<file path="config.mk">
export PLATFORM = sky130hd
export DESIGN_NAME = pic_init_sequencer_flat
export DESIGN_NICKNAME = d
export VERILOG_FILES = /design/src/rtl/pic_pkg.sv /design/src/rtl/pic_init_sequencer_if.sv /design/src/rtl/pic_ocw_decoder.sv /design/src/rtl/pic_init_sequencer.sv /design/src/flat_wrapper.sv
export SDC_FILE = /design/constraint.sdc
export NUM_CORES = 1
export LEC_CHECK = 0
export ABC_CLOCK_PERIOD_IN_PS = 3000
export BUFFER_PORTS_ARGS = -buffer_cell sky130_fd_sc_hd__buf_2
export CORE_MARGIN = 4
export CORE_UTILIZATION = 45
export DETAILED_ROUTE_END_ITERATION = 10
export GPL_ROUTABILITY_DRIVEN = 0
export PLACE_DENSITY_LB_ADDON = 0.3
export SYNTH_ARGS = -nofsm -noshare
export SYNTH_HDL_FRONTEND = slang
export SYNTH_SLANG_ARGS = --single-unit
</file>
<file path="constraint.sdc">
create_clock -name clk -period 3 [get_ports clk]
set_clock_uncertainty 0.2 [all_clocks]
set_input_delay 0.6 -clock clk [delete_from_list [all_inputs] [get_ports clk]]
set_output_delay 0.6 -clock clk [all_outputs]
set_load 0.02 [all_outputs]
</file>
<file path="src/rtl/pic_pkg.sv">
// Shared definitions for the PIC initialisation sequencer: state encoding,
// command-word bit positions and OCW2 command encodings.
package pic_pkg;

    // Initialisation FSM state encoding (also driven out on init_state)
    typedef enum logic [2:0] {
        ST_UNINIT    = 3'd0,
        ST_WAIT_ICW2 = 3'd1,
        ST_WAIT_ICW3 = 3'd2,
        ST_WAIT_ICW4 = 3'd3,
        ST_READY     = 3'd4
    } init_state_e;

    // ICW4 fields in their bus bit order (bit 0 = upm ... bit 4 = sfnm)
    typedef struct packed {
        logic sfnm;
        logic buffered_mode;
        logic master_slave;
        logic aeoi;
        logic upm;
    } icw4_t;

    // ICW1 bit positions
    localparam int ICW1_IC4_BIT  = 0;
    localparam int ICW1_SNGL_BIT = 1;
    localparam int ICW1_LTIM_BIT = 3;

    // ICW2 vector base field
    localparam int ICW2_VEC_MSB = 7;
    localparam int ICW2_VEC_LSB = 3;

    // ICW4 bit positions
    localparam int ICW4_UPM_BIT  = 0;
    localparam int ICW4_AEOI_BIT = 1;
    localparam int ICW4_MS_BIT   = 2;
    localparam int ICW4_BUF_BIT  = 3;
    localparam int ICW4_SFNM_BIT = 4;

    // OCW2 fields: R/SL/EOI in the top three bits, level in the bottom three
    localparam int OCW2_CMD_MSB = 7;
    localparam int OCW2_CMD_LSB = 5;
    localparam int OCW2_LVL_MSB = 2;
    localparam int OCW2_LVL_LSB = 0;

    // OCW3 bit positions
    localparam int OCW3_ESMM_BIT = 6;
    localparam int OCW3_SMM_BIT  = 5;
    localparam int OCW3_P_BIT    = 2;
    localparam int OCW3_RR_BIT   = 1;
    localparam int OCW3_RIS_BIT  = 0;

    // OCW2 command encodings (R, SL, EOI)
    localparam logic [2:0] OCW2_NS_EOI       = 3'b001;
    localparam logic [2:0] OCW2_SP_EOI       = 3'b011;
    localparam logic [2:0] OCW2_ROT_NS_EOI   = 3'b101;
    localparam logic [2:0] OCW2_ROT_SP_EOI   = 3'b111;
    localparam logic [2:0] OCW2_SET_PRI      = 3'b110;
    localparam logic [2:0] OCW2_ROT_AEOI_SET = 3'b100;
    localparam logic [2:0] OCW2_ROT_AEOI_CLR = 3'b000;

    // True for OCW2 commands that produce an eoi_valid pulse; the two
    // rotate-on-AEOI mode commands only change internal state.
    function automatic logic ocw2_is_pulse(input logic [2:0] cmd);
        return (cmd != OCW2_ROT_AEOI_SET) && (cmd != OCW2_ROT_AEOI_CLR);
    endfunction

endpackage

</file>
<file path="src/rtl/pic_init_sequencer_if.sv">
// Bus-side write strobes and data, plus the configuration state published
// by the sequencer.
interface pic_init_sequencer_if;
    import pic_pkg::*;

    logic [7:0] internal_data_bus;
    logic       ICW1;
    logic       ICW2_4;
    logic       OCW1;
    logic       OCW2;
    logic       OCW3;

    logic [2:0] init_state;
    logic       init_done;
    logic       ic4;
    logic       single_mode;
    logic       ltim;
    logic [4:0] vector_base;
    logic [7:0] cascade_cfg;
    logic       upm;
    logic       aeoi;
    logic       master_slave;
    logic       buffered_mode;
    logic       sfnm;
    logic [7:0] imr;
    logic       eoi_valid;
    logic [2:0] eoi_cmd;
    logic [2:0] eoi_level;
    logic       rotate_aeoi;
    logic       special_mask;
    logic       read_isr;
    logic       poll_valid;

    modport master (
        output internal_data_bus, ICW1, ICW2_4, OCW1, OCW2, OCW3,
        input  init_state, init_done, ic4, single_mode, ltim, vector_base,
               cascade_cfg, upm, aeoi, master_slave, buffered_mode, sfnm,
               imr, eoi_valid, eoi_cmd, eoi_level, rotate_aeoi,
               special_mask, read_isr, poll_valid
    );

    modport slave (
        input  internal_data_bus, ICW1, ICW2_4, OCW1, OCW2, OCW3,
        output init_state, init_done, ic4, single_mode, ltim, vector_base,
               cascade_cfg, upm, aeoi, master_slave, buffered_mode, sfnm,
               imr, eoi_valid, eoi_cmd, eoi_level, rotate_aeoi,
               special_mask, read_isr, poll_valid
    );

endinterface

</file>
<file path="src/rtl/pic_ocw_decoder.sv">
// Combinational OCW2/OCW3 decode. Produces update requests only; all state
// is held by the sequencer. Only the data bits that OCW2/OCW3 use are fed in:
// hi_i = bus[7:5], lo_i = bus[2:0].
module pic_ocw_decoder
    import pic_pkg::*;
(
    input  logic       ready_i,
    input  logic       ocw2_i,
    input  logic       ocw3_i,
    input  logic [2:0] hi_i,
    input  logic [2:0] lo_i,
    output logic       eoi_pulse_o,
    output logic [2:0] eoi_cmd_o,
    output logic [2:0] eoi_level_o,
    output logic       rot_set_o,
    output logic       rot_clr_o,
    output logic       smm_we_o,
    output logic       smm_val_o,
    output logic       ris_we_o,
    output logic       ris_val_o,
    output logic       poll_o
);

    localparam int HI_LSB = OCW2_CMD_LSB;

    // Decode OCW2 into an EOI pulse or a rotate-on-AEOI mode change
    always_comb begin
        eoi_pulse_o = 1'b0;
        rot_set_o   = 1'b0;
        rot_clr_o   = 1'b0;
        eoi_cmd_o   = hi_i;
        eoi_level_o = lo_i;
        if (ready_i && ocw2_i) begin
            if (hi_i == OCW2_ROT_AEOI_SET) begin
                rot_set_o = 1'b1;
            end else if (hi_i == OCW2_ROT_AEOI_CLR) begin
                rot_clr_o = 1'b1;
            end else begin
                eoi_pulse_o = ocw2_is_pulse(hi_i);
            end
        end else begin
            eoi_pulse_o = 1'b0;
        end
    end

    // Decode OCW3 into per-field write enables and a poll request
    always_comb begin
        smm_we_o  = 1'b0;
        smm_val_o = 1'b0;
        ris_we_o  = 1'b0;
        ris_val_o = 1'b0;
        poll_o    = 1'b0;
        if (ready_i && ocw3_i) begin
            smm_we_o  = hi_i[OCW3_ESMM_BIT - HI_LSB];
            smm_val_o = hi_i[OCW3_SMM_BIT - HI_LSB];
            ris_we_o  = lo_i[OCW3_RR_BIT];
            ris_val_o = lo_i[OCW3_RIS_BIT];
            poll_o    = lo_i[OCW3_P_BIT];
        end else begin
            poll_o = 1'b0;
        end
    end

endmodule

</file>
<file path="src/rtl/pic_init_sequencer.sv">
// PIC initialisation sequencer: walks ICW1..ICW4, then accepts OCW1..OCW3
// in READY. Every output is a flop; ICW1 restarts the sequence from any state.
module pic_init_sequencer
    import pic_pkg::*;
(
    input  logic                 clk,
    input  logic                 rst_n,
    pic_init_sequencer_if.slave  bus
);

    init_state_e state_q, state_d;
    logic        ic4_q, ic4_d;
    logic        single_q, single_d;
    logic        ltim_q, ltim_d;
    logic [4:0]  vector_base_q, vector_base_d;
    logic [7:0]  cascade_q, cascade_d;
    icw4_t       icw4_q, icw4_d;
    logic [7:0]  imr_q, imr_d;
    logic        eoi_valid_q, eoi_valid_d;
    logic [2:0]  eoi_cmd_q, eoi_cmd_d;
    logic [2:0]  eoi_level_q, eoi_level_d;
    logic        rotate_q, rotate_d;
    logic        smm_q, smm_d;
    logic        ris_q, ris_d;
    logic        poll_q, poll_d;

    logic        ocw_en_s;
    logic        dec_eoi_pulse_s;
    logic [2:0]  dec_eoi_cmd_s;
    logic [2:0]  dec_eoi_level_s;
    logic        dec_rot_set_s;
    logic        dec_rot_clr_s;
    logic        dec_smm_we_s;
    logic        dec_smm_val_s;
    logic        dec_ris_we_s;
    logic        dec_ris_val_s;
    logic        dec_poll_s;

    // OCWs only act in READY, and a simultaneous ICW1 overrides them
    assign ocw_en_s = (state_q == ST_READY) && !bus.ICW1;

    pic_ocw_decoder u_ocw_decoder (
        .ready_i     (ocw_en_s),
        .ocw2_i      (bus.OCW2),
        .ocw3_i      (bus.OCW3),
        .hi_i        (bus.internal_data_bus[OCW2_CMD_MSB:OCW2_CMD_LSB]),
        .lo_i        (bus.internal_data_bus[OCW2_LVL_MSB:OCW2_LVL_LSB]),
        .eoi_pulse_o (dec_eoi_pulse_s),
        .eoi_cmd_o   (dec_eoi_cmd_s),
        .eoi_level_o (dec_eoi_level_s),
        .rot_set_o   (dec_rot_set_s),
        .rot_clr_o   (dec_rot_clr_s),
        .smm_we_o    (dec_smm_we_s),
        .smm_val_o   (dec_smm_val_s),
        .ris_we_o    (dec_ris_we_s),
        .ris_val_o   (dec_ris_val_s),
        .poll_o      (dec_poll_s)
    );

    // Next-state and next-register computation for the whole sequencer
    always_comb begin
        state_d       = state_q;
        ic4_d         = ic4_q;
        single_d      = single_q;
        ltim_d        = ltim_q;
        vector_base_d = vector_base_q;
        cascade_d     = cascade_q;
        icw4_d        = icw4_q;
        imr_d         = imr_q;
        eoi_valid_d   = 1'b0;
        eoi_cmd_d     = eoi_cmd_q;
        eoi_level_d   = eoi_level_q;
        rotate_d      = rotate_q;
        smm_d         = smm_q;
        ris_d         = ris_q;
        poll_d        = 1'b0;

        if (bus.ICW1) begin
            ic4_d    = bus.internal_data_bus[ICW1_IC4_BIT];
            single_d = bus.internal_data_bus[ICW1_SNGL_BIT];
            ltim_d   = bus.internal_data_bus[ICW1_LTIM_BIT];
            imr_d    = 8'h00;
            smm_d    = 1'b0;
            ris_d    = 1'b0;
            rotate_d = 1'b0;
            icw4_d   = '0;
            state_d  = ST_WAIT_ICW2;
        end else begin
            case (state_q)
                ST_WAIT_ICW2: begin
                    if (bus.ICW2_4) begin
                        vector_base_d = bus.internal_data_bus[ICW2_VEC_MSB:ICW2_VEC_LSB];
                        if (!single_q) begin
                            state_d = ST_WAIT_ICW3;
                        end else if (ic4_q) begin
                            state_d = ST_WAIT_ICW4;
                        end else begin
                            state_d = ST_READY;
                        end
                    end else begin
                        state_d = ST_WAIT_ICW2;
                    end
                end
                ST_WAIT_ICW3: begin
                    if (bus.ICW2_4) begin
                        cascade_d = bus.internal_data_bus;
                        state_d   = ic4_q ? ST_WAIT_ICW4 : ST_READY;
                    end else begin
                        state_d = ST_WAIT_ICW3;
                    end
                end
                ST_WAIT_ICW4: begin
                    if (bus.ICW2_4) begin
                        icw4_d  = icw4_t'(bus.internal_data_bus[ICW4_SFNM_BIT:ICW4_UPM_BIT]);
                        state_d = ST_READY;
                    end else begin
                        state_d = ST_WAIT_ICW4;
                    end
                end
                ST_READY: begin
                    if (bus.OCW1) begin
                        imr_d = bus.internal_data_bus;
                    end else begin
                        imr_d = imr_q;
                    end
                end
                default: begin
                    state_d = state_q;
                end
            endcase

            // Decoder requests are already gated to READY without ICW1
            if (dec_eoi_pulse_s) begin
                eoi_valid_d = 1'b1;
                eoi_cmd_d   = dec_eoi_cmd_s;
                eoi_level_d = dec_eoi_level_s;
            end else begin
                eoi_valid_d = 1'b0;
            end
            if (dec_rot_set_s) begin
                rotate_d = 1'b1;
            end else if (dec_rot_clr_s) begin
                rotate_d = 1'b0;
            end else begin
                rotate_d = rotate_q;
            end
            if (dec_smm_we_s) begin
                smm_d = dec_smm_val_s;
            end else begin
                smm_d = smm_q;
            end
            if (dec_ris_we_s) begin
                ris_d = dec_ris_val_s;
            end else begin
                ris_d = ris_q;
            end
            poll_d = dec_poll_s;
        end
    end

    // State and configuration registers; reset discards any partial setup
    always_ff @(posedge clk or negedge rst_n) begin
        if (!rst_n) begin
            state_q       <= ST_UNINIT;
            ic4_q         <= 1'b0;
            single_q      <= 1'b0;
            ltim_q        <= 1'b0;
            vector_base_q <= 5'd0;
            cascade_q     <= 8'h00;
            icw4_q        <= '0;
            imr_q         <= 8'h00;
            eoi_valid_q   <= 1'b0;
            eoi_cmd_q     <= 3'd0;
            eoi_level_q   <= 3'd0;
            rotate_q      <= 1'b0;
            smm_q         <= 1'b0;
            ris_q         <= 1'b0;
            poll_q        <= 1'b0;
        end else begin
            state_q       <= state_d;
            ic4_q         <= ic4_d;
            single_q      <= single_d;
            ltim_q        <= ltim_d;
            vector_base_q <= vector_base_d;
            cascade_q     <= cascade_d;
            icw4_q        <= icw4_d;
            imr_q         <= imr_d;
            eoi_valid_q   <= eoi_valid_d;
            eoi_cmd_q     <= eoi_cmd_d;
            eoi_level_q   <= eoi_level_d;
            rotate_q      <= rotate_d;
            smm_q         <= smm_d;
            ris_q         <= ris_d;
            poll_q        <= poll_d;
        end
    end

    assign bus.init_state    = state_q;
    assign bus.init_done     = (state_q == ST_READY);
    assign bus.ic4           = ic4_q;
    assign bus.single_mode   = single_q;
    assign bus.ltim          = ltim_q;
    assign bus.vector_base   = vector_base_q;
    assign bus.cascade_cfg   = cascade_q;
    assign bus.upm           = icw4_q.upm;
    assign bus.aeoi          = icw4_q.aeoi;
    assign bus.master_slave  = icw4_q.master_slave;
    assign bus.buffered_mode = icw4_q.buffered_mode;
    assign bus.sfnm          = icw4_q.sfnm;
    assign bus.imr           = imr_q;
    assign bus.eoi_valid     = eoi_valid_q;
    assign bus.eoi_cmd       = eoi_cmd_q;
    assign bus.eoi_level     = eoi_level_q;
    assign bus.rotate_aeoi   = rotate_q;
    assign bus.special_mask  = smm_q;
    assign bus.read_isr      = ris_q;
    assign bus.poll_valid    = poll_q;

endmodule

</file>
<file path="src/flat_wrapper.sv">
// flat-port wrapper written by rule: the top's interface ports become plain ports
module pic_init_sequencer_flat import pic_pkg::*;
  (clk, rst_n, bus_internal_data_bus, bus_ICW1, bus_ICW2_4, bus_OCW1, bus_OCW2, bus_OCW3, bus_init_state, bus_init_done, bus_ic4, bus_single_mode, bus_ltim, bus_vector_base, bus_cascade_cfg, bus_upm, bus_aeoi, bus_master_slave, bus_buffered_mode, bus_sfnm, bus_imr, bus_eoi_valid, bus_eoi_cmd, bus_eoi_level, bus_rotate_aeoi, bus_special_mask, bus_read_isr, bus_poll_valid);
  pic_init_sequencer_if bus_i ();
  input  logic clk;
  input  logic rst_n;
  input wire logic [$bits(bus_i.internal_data_bus)-1:0] bus_internal_data_bus;
  input wire logic [$bits(bus_i.ICW1)-1:0] bus_ICW1;
  input wire logic [$bits(bus_i.ICW2_4)-1:0] bus_ICW2_4;
  input wire logic [$bits(bus_i.OCW1)-1:0] bus_OCW1;
  input wire logic [$bits(bus_i.OCW2)-1:0] bus_OCW2;
  input wire logic [$bits(bus_i.OCW3)-1:0] bus_OCW3;
  output wire logic [$bits(bus_i.init_state)-1:0] bus_init_state;
  output wire logic [$bits(bus_i.init_done)-1:0] bus_init_done;
  output wire logic [$bits(bus_i.ic4)-1:0] bus_ic4;
  output wire logic [$bits(bus_i.single_mode)-1:0] bus_single_mode;
  output wire logic [$bits(bus_i.ltim)-1:0] bus_ltim;
  output wire logic [$bits(bus_i.vector_base)-1:0] bus_vector_base;
  output wire logic [$bits(bus_i.cascade_cfg)-1:0] bus_cascade_cfg;
  output wire logic [$bits(bus_i.upm)-1:0] bus_upm;
  output wire logic [$bits(bus_i.aeoi)-1:0] bus_aeoi;
  output wire logic [$bits(bus_i.master_slave)-1:0] bus_master_slave;
  output wire logic [$bits(bus_i.buffered_mode)-1:0] bus_buffered_mode;
  output wire logic [$bits(bus_i.sfnm)-1:0] bus_sfnm;
  output wire logic [$bits(bus_i.imr)-1:0] bus_imr;
  output wire logic [$bits(bus_i.eoi_valid)-1:0] bus_eoi_valid;
  output wire logic [$bits(bus_i.eoi_cmd)-1:0] bus_eoi_cmd;
  output wire logic [$bits(bus_i.eoi_level)-1:0] bus_eoi_level;
  output wire logic [$bits(bus_i.rotate_aeoi)-1:0] bus_rotate_aeoi;
  output wire logic [$bits(bus_i.special_mask)-1:0] bus_special_mask;
  output wire logic [$bits(bus_i.read_isr)-1:0] bus_read_isr;
  output wire logic [$bits(bus_i.poll_valid)-1:0] bus_poll_valid;
  assign bus_i.internal_data_bus = bus_internal_data_bus;
  assign bus_i.ICW1 = bus_ICW1;
  assign bus_i.ICW2_4 = bus_ICW2_4;
  assign bus_i.OCW1 = bus_OCW1;
  assign bus_i.OCW2 = bus_OCW2;
  assign bus_i.OCW3 = bus_OCW3;
  assign bus_init_state = bus_i.init_state;
  assign bus_init_done = bus_i.init_done;
  assign bus_ic4 = bus_i.ic4;
  assign bus_single_mode = bus_i.single_mode;
  assign bus_ltim = bus_i.ltim;
  assign bus_vector_base = bus_i.vector_base;
  assign bus_cascade_cfg = bus_i.cascade_cfg;
  assign bus_upm = bus_i.upm;
  assign bus_aeoi = bus_i.aeoi;
  assign bus_master_slave = bus_i.master_slave;
  assign bus_buffered_mode = bus_i.buffered_mode;
  assign bus_sfnm = bus_i.sfnm;
  assign bus_imr = bus_i.imr;
  assign bus_eoi_valid = bus_i.eoi_valid;
  assign bus_eoi_cmd = bus_i.eoi_cmd;
  assign bus_eoi_level = bus_i.eoi_level;
  assign bus_rotate_aeoi = bus_i.rotate_aeoi;
  assign bus_special_mask = bus_i.special_mask;
  assign bus_read_isr = bus_i.read_isr;
  assign bus_poll_valid = bus_i.poll_valid;
  pic_init_sequencer u_core (.clk(clk), .rst_n(rst_n), .bus(bus_i));
endmodule
</file>
Yosys cells after proc, flatten, opt, wreduce, memory -nomap -nowiden
Index checks and enable logic that the tools add are counted.

Eq/ne operators: 6. Multiplexer cells: 36. Bitwise operators: 1. Reductions and logical operators: 20.

Operator list (number): $mux 8 (3); $mux 1 (23); $mux 3 (6); $mux 5 (3); $reduce_bool 2->1 (6); $pmux 3 s3 (1); $eq 3x2->1 const B (2); $eq 3x3->1 const B (2); $reduce_and 2->1 (3); $reduce_and 3->1 (2); $reduce_bool 3->1 (2); $logic_and 1x1->1 (4); $reduce_bool 4->1 (1); $eq 3x1->1 const B (1); $logic_not 3->1 (1); $ne 3x3->1 const B (1); $logic_not 1->1 (1); $not 1->1 (1).

Register bits after elaboration: 43. Input port bits: 15. Output and inout bits: 44. Word-level logic and storage cells: 82.

Depth between registers and ports, before layout
Gate-level depths: netlist of run 1.

Word-level depth: 7. Gate-level depth with buffers: 5. Mapped depth without buffers: 3.

Cells and area by module
Synthesis of run 1 repeated with hierarchy kept, for this count alone.

Cell total of the unflattened synthesis: 141. Area, all modules: 1881.8 µm².

Modules (own cells, without submodules): pic_init_sequencer (instances 1, cells an instance 125, area an instance 1764.2 µm², sequential area each 1076.0 µm²); pic_ocw_decoder (instances 1, cells an instance 16, area an instance 117.6 µm², sequential area each 0.0 µm²).

Least setup slack after synthesis of run 1
OpenSTA, ideal clock, no wires.

Path kind: input -> register. Start: in bus_ICW1. End: reg u_core.eoi_cmd_q[2], in the netlist u_core.bus.eoi_cmd[2]. Library setup time: 0.125 ns. Arrival time: 1.898 ns. Data required time: 2.675 ns. Path slack: 0.777 ns. Stages: 4. Path buffers: 1. Cell sequence: buf_6 > or4b_4 > nor3b_4 > mux2_2.

Cells in the longest elaborated chain, start to end: 5. Elaborated cells between the ends (all ways): 6. Those cells by class: mux (1); bitwise (1); reduce/logical (4).

Ends and longest elaborated chain: from (decl) (line flat_wrapper.sv:8) `input wire logic [$bits(bus_i.ICW1)-1:0] bus_ICW1;`; $logic_not 1->1 (line pic_init_sequencer.sv:40) `assign ocw_en_s = (state_q == ST_READY) && !bus.ICW1;`; $logic_and 1x1->1 (line pic_init_sequencer.sv:40); $logic_and 1x1->1 (line pic_ocw_decoder.sv:33) `if (ready_i && ocw2_i) begin`; $mux 1 (line pic_ocw_decoder.sv:33); $reduce_and 2->1 (no line) *; to (signal assigned) (line pic_init_sequencer.sv:189) `eoi_cmd_q <= eoi_cmd_d;`; to (decl) (line pic_init_sequencer.sv:20) `logic [2:0] eoi_cmd_q, eoi_cmd_d;`.

Every way passes the cells marked *; elsewhere a longest branch is shown, timed or not. A chain may end at the register's enable or synchronous reset.

Worst setup path after layout of run 1
Start: in bus_ICW1. End: reg u_core.eoi_level_q[1], in the netlist u_core.bus.eoi_level[1].

Cells in the longest elaborated chain, start to end: 5. Elaborated cells between the ends (all ways): 6. Those cells by class: mux (1); bitwise (1); reduce/logical (4).

Ends and longest elaborated chain: $logic_not 1->1 (line pic_init_sequencer.sv:40); $logic_and 1x1->1 (line pic_init_sequencer.sv:40); $logic_and 1x1->1 (line pic_ocw_decoder.sv:33); $mux 1 (line pic_ocw_decoder.sv:33); $reduce_and 2->1 (no line) *; to (signal assigned) (line pic_init_sequencer.sv:190) `eoi_level_q <= eoi_level_d;`; to (decl) (line pic_init_sequencer.sv:21) `logic [2:0] eoi_level_q, eoi_level_d;`.

Marks and branches as above.

==> impl_metrics.ini, run 1 <==
[clocking]
htreeDepth = 2
clock_path_buffers = 2
ctsResizeCount = 0
cts_tree = built
cts_buffers = 5
cts_num_sinks = 43
ctsRootBufferMaster = clkbuf_8
clk_latency_ps = 290
hold_buffers = 0
post_cts_buffers = 0
path_clk_slew_ps = 80

[power]
combPwrFrac_pct = 23.3
p_seq_share_pct = 50.5
internal_power_uw = 968
p_switching_uw = 434
p_sw_share_pct = 31.0
p_per_area_nw_per_um2 = 641
power_leakage_uw = 0.00117
clock_power_share_pct = 26.2
irDropWorstVdd_mv = 0.444

[grt]
antenna_found_initial = 0
grt_pass1_vias = 1343
grt_max_degree = 44
grt_usage_pct = 17.5
grt_overflow_total = 0
grt_pass1_wl_mm = 6.87

[hold_path]
hp-class = input pin to asynchronous set/reset pin

[synthesis]
synth_seq_area_share_pct = 60.7
syn-instance-count = 131
avgSynthCellArea_sq_um = 13.5
synth.distinct_cells = 31
ys_ff_latch = 43
syn-cell-area_sq_um = 1770
ys_warn_count = 0
syn-num-nets = 146

[drt]
drt_pre_antenna_iters = 4
routed_wl_mm = 4.06
drtIter0Drc = 107
wl_per_cell_microns = 16.9
drt-vias-per-instance = 5.31
detail-route-antenna-nets = 0
drc = 0
vias = 1275

[worst_setup_path]
arrival_ps = 2100
cpPeakStageDelay_ps = 620
crit_start = bus_ICW1
timing.rr.end = u_core.bus.eoi_level[1]
crit_path_top_delay_cell = or4b_4
reg2regPathDepth = 3
critPathCaptureType = register
required_ps = 2980
reg2reg_from = u_core.bus.init_state[0]
path_max_fanout = 19
start_kind = input pin
crit_family = simple AND/OR/NAND/NOR gates
crit_buf_inv = 1
crit_type = input pin to register
path_cells = buf_2 > or4b_4 > nor3b_4 > mux2_2
r2r_setup_slack_ps = 890

[sta]
slew_headroom_pct = 40.5
setup-violations-final = 0
timing.setup.tns_ps = 0
tightest_slew_ps = 893
drv_slew = 0
min_period_over_period_pct = 70.6
layout_min_cycle_time_ps = 2120
grt_setup_unrepaired = no
timing.fmax_ghz = 0.472
finalHoldViolCount = 0

[placement]
hpwl_mm = 2.98
port_buffers = 58

[floorplan]
die_h_microns = 70.7
io_pins = 59
die_area_sq_um = 5000
die_x_microns = 70.7
rows = 22
coreArea_sq_um = 3740
start_util_pct = 47.3

[final_layout]
antenna_cells = 0
num-nets-final = 207
fin_util_pct = 58.5
drive_above_1_share_pct = 47.4
areaGrowthSynthToFinish_pct = 23.6

[job]
maxCapViolCount = 0

[outcome]
outcome = finished clean
==> area by class of cell <==
type	count	area, sq um
fill	318	1550
clock inverter	1	5.00
inverter	1	3.75
timing repair buffer	59	298
sequential	43	1080
tap	48	60.1
clock buffer	6	82.6
multi-input combinational	82	664
==> power by group through the flow <==
stage | combinational [uW] | sequential, uW | clock (uW)
floorplan | 108 | 806 | 0
global placement | 323 | 714 | 0
detailed placement | 332 | 721 | 0
CTS | 333 | 709 | 377
global route | 353 | 720 | 408
finish | 327 | 708 | 367
==> routing by layer <==
| metal | track usage (%) | share of wire, % |
|---|---|---|
| met2 | 27.5 | 48 |
| met3 | 6.25 | 6.7 |
| met4 | 5.64 | 1.4 |
| met1 | 22.7 | 44 |
| met5 | 0 | 0 |
==> placed cells by master, fill, tap and decap left out, types with 2 or more instances in the layout <==
master    instances
dfrtp_1          43
mux2_2           21
nand2b_1          2
nor2_1            8
nand4_1           2
a22o_1            8
nor2b_1           4
buf_2            58
nand3_1           3
o21ai_0           4
mux2i_1           5
nand2_1           6
clkbuf_8          6
a21oi_1           3
nand4b_1          2
==> synthesized netlist by cell type <==
| cell | number | share of area [%] |
|---|---|---|
| o21ai_0 | 4 | 1.1 |
| buf_2 | 1 | 0.28 |
| inv_1 | 1 | 0.21 |
| o21ba_2 | 1 | 0.56 |
| mux2i_1 | 5 | 2.8 |
| nor4bb_1 | 1 | 0.56 |
| o22ai_1 | 1 | 0.35 |
| a22o_1 | 8 | 4.0 |
| clkbuf_1 | 3 | 0.64 |
| nand2b_1 | 2 | 0.71 |
| buf_6 | 1 | 0.64 |
| nor2b_1 | 4 | 1.4 |
| nor3b_4 | 1 | 1.1 |
| nor3b_1 | 1 | 0.42 |
| o32ai_1 | 1 | 0.49 |
| and3_1 | 1 | 0.35 |
| nand2_1 | 6 | 1.3 |
| dfrtp_1 | 43 | 61 |
| o2bb2ai_1 | 1 | 0.49 |
| or4b_4 | 1 | 0.78 |
| a221o_1 | 1 | 0.56 |
| nor4b_1 | 1 | 0.49 |
| nor4b_2 | 1 | 0.85 |
| a21oi_1 | 3 | 0.85 |
| and2_1 | 1 | 0.35 |
| nand4b_1 | 2 | 0.99 |
| nand3b_1 | 1 | 0.42 |
| nand3_1 | 3 | 0.85 |
| nand4_1 | 2 | 0.71 |
| nor2_1 | 8 | 1.7 |
| mux2_2 | 21 | 13 |
==> flip-flops by register name (all words and copies together) (netlist names) <==
name,flops
u_core.bus.ic4,1
u_core.bus.init_state,3
u_core.bus.rotate_aeoi,1
u_core.bus.eoi_valid,1
u_core.bus.eoi_level,3
u_core.bus.read_isr,1
u_core.bus.master_slave,1
u_core.bus.cascade_cfg,8
u_core.bus.upm,1
u_core.bus.vector_base,5
u_core.bus.buffered_mode,1
u_core.bus.special_mask,1
u_core.bus.sfnm,1
u_core.bus.imr,8
u_core.bus.poll_valid,1
u_core.bus.eoi_cmd,3
u_core.bus.single_mode,1
u_core.bus.ltim,1
u_core.bus.aeoi,1
==> cell families after synthesis <==
logic type      share of synthesized area [%]
flops                                    60.7
buf+inv                                  1.76
compound gates                           8.40
mux                                      16.2
simple gates                             12.9
==> through the flow <==
stage	hold WS [ps]	total power (uW)	std cells	area (sq um)	setup slack, ps
finish	226	1400	240	2190	881
global route	310	1480	240	2190	811
CTS	263	1420	240	2190	890
detailed placement	286	1050	233	2100	565
global placement	270	1040	233	2100	604
floorplan	104	914	131	1770	777
==> worst max path at each step <==
stage,to,slack [ps],cells past startpoint
after CTS,u_core.bus.eoi_level[1],890,4
after global routing,u_core.bus.eoi_level[1],810,3
after floorplan,u_core.bus.eoi_cmd[2],780,4
after global placement,u_core.bus.eoi_level[2],600,4
final,u_core.bus.eoi_level[1],880,4
after detailed placement,u_core.bus.eoi_cmd[2],570,4
Note: power is estimated with default switching activity, not from simulation.
==> run 2, diff against run 1 <==
--- a/config.mk
+++ b/config.mk
@@ -5,7 +5,7 @@
 export SDC_FILE = /design/constraint.sdc
 export NUM_CORES = 1
 export LEC_CHECK = 0
-export ABC_CLOCK_PERIOD_IN_PS = 3000
+export ABC_CLOCK_PERIOD_IN_PS = 2130
 export BUFFER_PORTS_ARGS = -buffer_cell sky130_fd_sc_hd__buf_2
 export CORE_MARGIN = 4
 export CORE_UTILIZATION = 45
==> constraint.sdc (replaced) <==
create_clock -name clk -period 2.13 [get_ports clk]
set_clock_uncertainty 0.2 [all_clocks]
set_input_delay 0.426 -clock clk [delete_from_list [all_inputs] [get_ports clk]]
set_output_delay 0.426 -clock clk [all_outputs]
set_load 0.02 [all_outputs]
==> run 2 against run 1 <==
Largest cell class unchanged. First-iteration DRC count shrank 21%. Highest routed layer unchanged. Global-route usage shrank 0.46 points. Sequential cell count is the same. Setup slack lost 660 ps. Critical endpoint is now u_core.bus.eoi_level[2].
==> impl_metrics.ini, run 2 (same netlist as run 1, synthesis figures left out) <==
[clocking]
cts_tree = built
htreeDepth = 2
path_clk_slew_ps = 90
clk_latency_ps = 290
ctsResizeCount = 0
cts_buffers = 5
ctsRootBufferMaster = clkbuf_8
clock_path_buffers = 2
cts_num_sinks = 43

[grt]
grt_max_degree = 28
grt_pass1_wl_mm = 6.69
grt_usage_pct = 17.0
grt_pass1_vias = 1349
antenna_found_initial = 0
grt_overflow_total = 0

[drt]
wl_per_cell_microns = 16.4
detail-route-antenna-nets = 0
drc = 0
drtIter0Drc = 84
drt-vias-per-instance = 5.34
routed_wl_mm = 4.09
vias = 1330
drt_pre_antenna_iters = 4

[floorplan]
die_x_microns = 70.7
die_h_microns = 70.7
rows = 22
start_util_pct = 47.3
io_pins = 59
coreArea_sq_um = 3740
die_area_sq_um = 5000

[worst_setup_path]
crit_type = register to register
arrival_ps = 1910
path_max_fanout = 5
required_ps = 2120
critPathCaptureType = register
start_kind = register
reg2regPathDepth = 3

[power]
clock_power_share_pct = 27.3
p_switching_uw = 636
power_leakage_uw = 0.00121
combPwrFrac_pct = 24.3
p_per_area_nw_per_um2 = 894
internal_power_uw = 1390
p_seq_share_pct = 48.4
p_sw_share_pct = 31.4
irDropWorstVdd_mv = 0.634

[sta]
finalHoldViolCount = 0
setup-violations-final = 0
grt_setup_unrepaired = no
drv_slew = 0
fin_hold_ws_ps = 190
timing.fmax_ghz = 0.523
min_period_over_period_pct = 89.8
slew_headroom_pct = 58.5
tightest_slew_ps = 620
layout_min_cycle_time_ps = 1910
timing.setup.tns_ps = 0

[final_layout]
drive_above_1_share_pct = 49.3
final_common_cell = buf_2
fin_util_pct = 60.5
final_cell_mix = buf_2 (58), dfrtp_1 (43), mux2_2 (21)
areaGrowthSynthToFinish_pct = 27.8
antenna_cells = 0
n_fill_cell = 329
num-nets-final = 215

[placement]
port_buffers = 58
hpwl_mm = 2.99

[job]
maxCapViolCount = 0

[outcome]
outcome = finished clean

[hold_path]
min_delay_path_depth = 2
hp-class = input pin to register
[run 2: changes by cell type in the layout (fill, tap and decap cells not counted), sizes merged]
cell and delta:
buf +7, clkinvlp +1, dlygate4sd3 +1
[run 2: cell type report]
class                   count  area, sq um  share of cell area (%)
clock buffers               6         82.6                    3.65
repair buffers             67          360                    15.9
well taps                  48         60.1                    2.65
inverters                   1         3.75                   0.166
clock inverters             2         16.3                   0.719
multi-input cells          82          664                    29.4
flip-flops and latches     43         1080                    47.5
[run 2: layer usage]
| layer | vias up | wire length, microns | track usage [%] |
|---|---|---|---|
| met3 | 6 | 265 | 5.26 |
| met2 | 47 | 1950 | 26.0 |
| li1 | 617 | - | - |
| met1 | 660 | 1820 | 23.2 |
| met4 | 0 | 51 | 5.85 |
| met5 | - | 0 | 0 |
[run 2: what timing repair did]
item,4_1_cts,5_1_grt
hold buffers,1,0
setup buffers,0,0
hold endpoints to repair,25,0
[run 2: path summary, 6_finish.rpt]
kind                            slack [ps]                        end                 startpoint
worst max-delay path                   220    u_core.bus.eoi_level[2]   u_core.bus.init_state[0]
worst min-delay path                   190          u_core.bus.imr[4]   bus_internal_data_bus[4]
worst max register to register         220    u_core.bus.eoi_level[2]   u_core.bus.init_state[0]
worst min register to register         300  u_core.bus.cascade_cfg[5]  u_core.bus.cascade_cfg[5]
max in group asynchronous              700             u_core.bus.upm                      rst_n
min in group asynchronous              450       u_core.bus.eoi_valid                      rst_n
[run 2: critical path: stages (launching register included)]
cell     delay, ps
dfrtp_1        380
or4b_4         560
nor3b_4        300
mux2_2         370
[run 2: per-stage QoR]
step                std cells  setup WS [ps]  total power, uW  area [sq um]
floorplan                 131           81.4             1290          1770
global placement          240           50.7             1480          2150
detailed placement        240           24.9             1490          2150
CTS                       249            218             2040          2260
global route              249            148             2130          2260
finish                    249            217             2020          2260
[run 2: power groups by stage]
stage	logic, uW	registers [uW]	clock network, uW
finish	492	980	552
global route	529	996	607
CTS	498	982	564
detailed placement	496	996	0
global placement	486	990	0
floorplan	153	1130	0
==> run 3, diff against run 2 <==
==> constraint.sdc (replaced) <==
create_clock -name clk -period 2.13 [get_ports clk]
set_clock_uncertainty 0.2 [all_clocks]
set_input_delay 0.213 -clock clk [delete_from_list [all_inputs] [get_ports clk]]
set_output_delay 0.213 -clock clk [all_outputs]
set_load 0.02 [all_outputs]
==> run 3 against run 2 <==
Setup slack got worse by 16 ps. Combinational power barely moved. Core utilization fell by 0.17 points. Clock power fell by 12%. Register-to-register slack got worse by 20 ps. Global-route usage fell by 0.23 points. Clock-buffer cell count fell by 1. Sequential power barely moved. Total power fell by 3.1%. Via count barely moved. Sequential share of layout area rose by 0.13 points. Final cell count did not move. Highest routed layer unchanged.
==> impl_metrics.ini, run 3 (same netlist as run 1, synthesis figures left out) <==
[floorplan]
rows = 22
die_area_sq_um = 5000
start_util_pct = 47.3
io_pins = 59
die_h_microns = 70.7
die_x_microns = 70.7
coreArea_sq_um = 3740

[drt]
drtIter0Drc = 60
routed_wl_mm = 3.99
drt_pre_antenna_iters = 4
wl_per_cell_microns = 16.0
drc = 0
vias = 1331
drt-vias-per-instance = 5.35
detail-route-antenna-nets = 0

[placement]
port_buffers = 58
place_ws_ps = 199
placed_area_sq_um = 2150
hpwl_mm = 2.97

[sta]
fin_hold_ws_ps = 12.7
timing.fmax_ghz = 0.518
layout_min_cycle_time_ps = 1930
slew_headroom_pct = 70.9
worst_slack_ps = 201
min_period_over_period_pct = 90.6
drv_slew = 0
finalHoldViolCount = 0
setup-violations-final = 0
timing.setup.tns_ps = 0
tightest_slew_ps = 435
grt_setup_unrepaired = no

[clocking]
htreeDepth = 2
clk_latency_ps = 280
cts_buffers = 5
clock_path_buffers = 2
post_cts_buffers = 0
path_clk_slew_ps = 80
cts_num_sinks = 43
cts_tree = built
ctsRootBufferMaster = clkbuf_8

[final_layout]
final_cell_mix = buf_2 (58), dfrtp_1 (43), mux2_2 (21)
num-nets-final = 216
design_area_sq_um = 2260
drive_above_1_share_pct = 48.8
areaGrowthSynthToFinish_pct = 27.4
fin_util_pct = 60.3
final_common_cell = buf_2
n_fill_cell = 315
multi_input_area_sq_um = 664
antenna_cells = 0
seq_area_sq_um = 1080

[worst_setup_path]
critPathCaptureType = register
crit_path_top_delay_cell = or4b_4
crit_type = register to register
path_max_fanout = 5
cpPeakStageDelay_ps = 560
reg2regPathDepth = 3
path_cells = or4b_4 > nor3b_4 > mux2_2
required_ps = 2110
arrival_ps = 1910
start_kind = register

[grt]
grt_max_degree = 29
grt_overflow_total = 0
grt_usage_pct = 16.8
antenna_found_initial = 0
grt_pass1_vias = 1349
grt_pass1_wl_mm = 6.65

[outcome]
outcome = finished clean

[power]
power_leakage_uw = 0.00121
irDropWorstVdd_mv = 0.568
p_per_area_nw_per_um2 = 869

[job]
maxCapViolCount = 0

[hold_path]
hp-class = input pin to register
min_delay_path_depth = 2
==> run 3: per-layer routing <==
layer  GRT usage (%)  up-vias  routed length (microns)
li1                -      613                        -
met3            4.97        4                      354
met4            6.05        0                       55
met2            26.5       61                     1960
met5               0        -                        0
met1            22.2      653                     1610
==> run 3: metrics by stage <==
step / total power, uW / cells
floorplan: 1290 / 131
global placement: 1480 / 240
detailed placement: 1490 / 240
CTS: 1980 / 249
global route: 2070 / 249
finish: 1960 / 249
==> run 3: power by group <==
part	internal, uW	switching [uW]
clock network	224	263
logic	201	291
registers	924	57.3
==> run 3: final timing paths <==
| check | startpoint | slack [ps] | endpoint |
|---|---|---|---|
| setup / recovery | u_core.bus.init_state[0] | 200 | u_core.bus.eoi_level[0] |
| hold / removal | bus_internal_data_bus[3] | 10 | u_core.bus.imr[3] |
| setup reg to reg | u_core.bus.init_state[0] | 200 | u_core.bus.eoi_level[0] |
| hold reg to reg | u_core.bus.ltim | 300 | u_core.bus.ltim |
| max in group asynchronous | rst_n | 900 | u_core.bus.master_slave |
| min in group asynchronous | rst_n | 160 | u_core.bus.eoi_cmd[0] |
==> run 3: repair_timing <==
| item | CTS | global route |
|---|---|---|
| hold buffers | 2 | 0 |
| resized for setup | 0 | 0 |
| hold endpoints to repair | 17 | 0 |
==> run 3: area by class of cell <==
class                           count  share of cell area (%)
Clock buffer                        5                    3.05
Clock inverter                      2                   0.610
Inverter                            1                   0.166
Multi-Input combinational cell     82                    29.4
Sequential cell                    43                    47.7
Tap cell                           48                    2.66
Timing Repair Buffer               68                    16.4
==> run 3: worst max-delay path, delay by kind of cell (launching register included) <==
| kind | cells | cell delay (ps) |
|---|---|---|
| multiplexers | 1 | 370 |
| AND/OR/NAND/NOR | 2 | 870 |
| flip-flops | 1 | 380 |
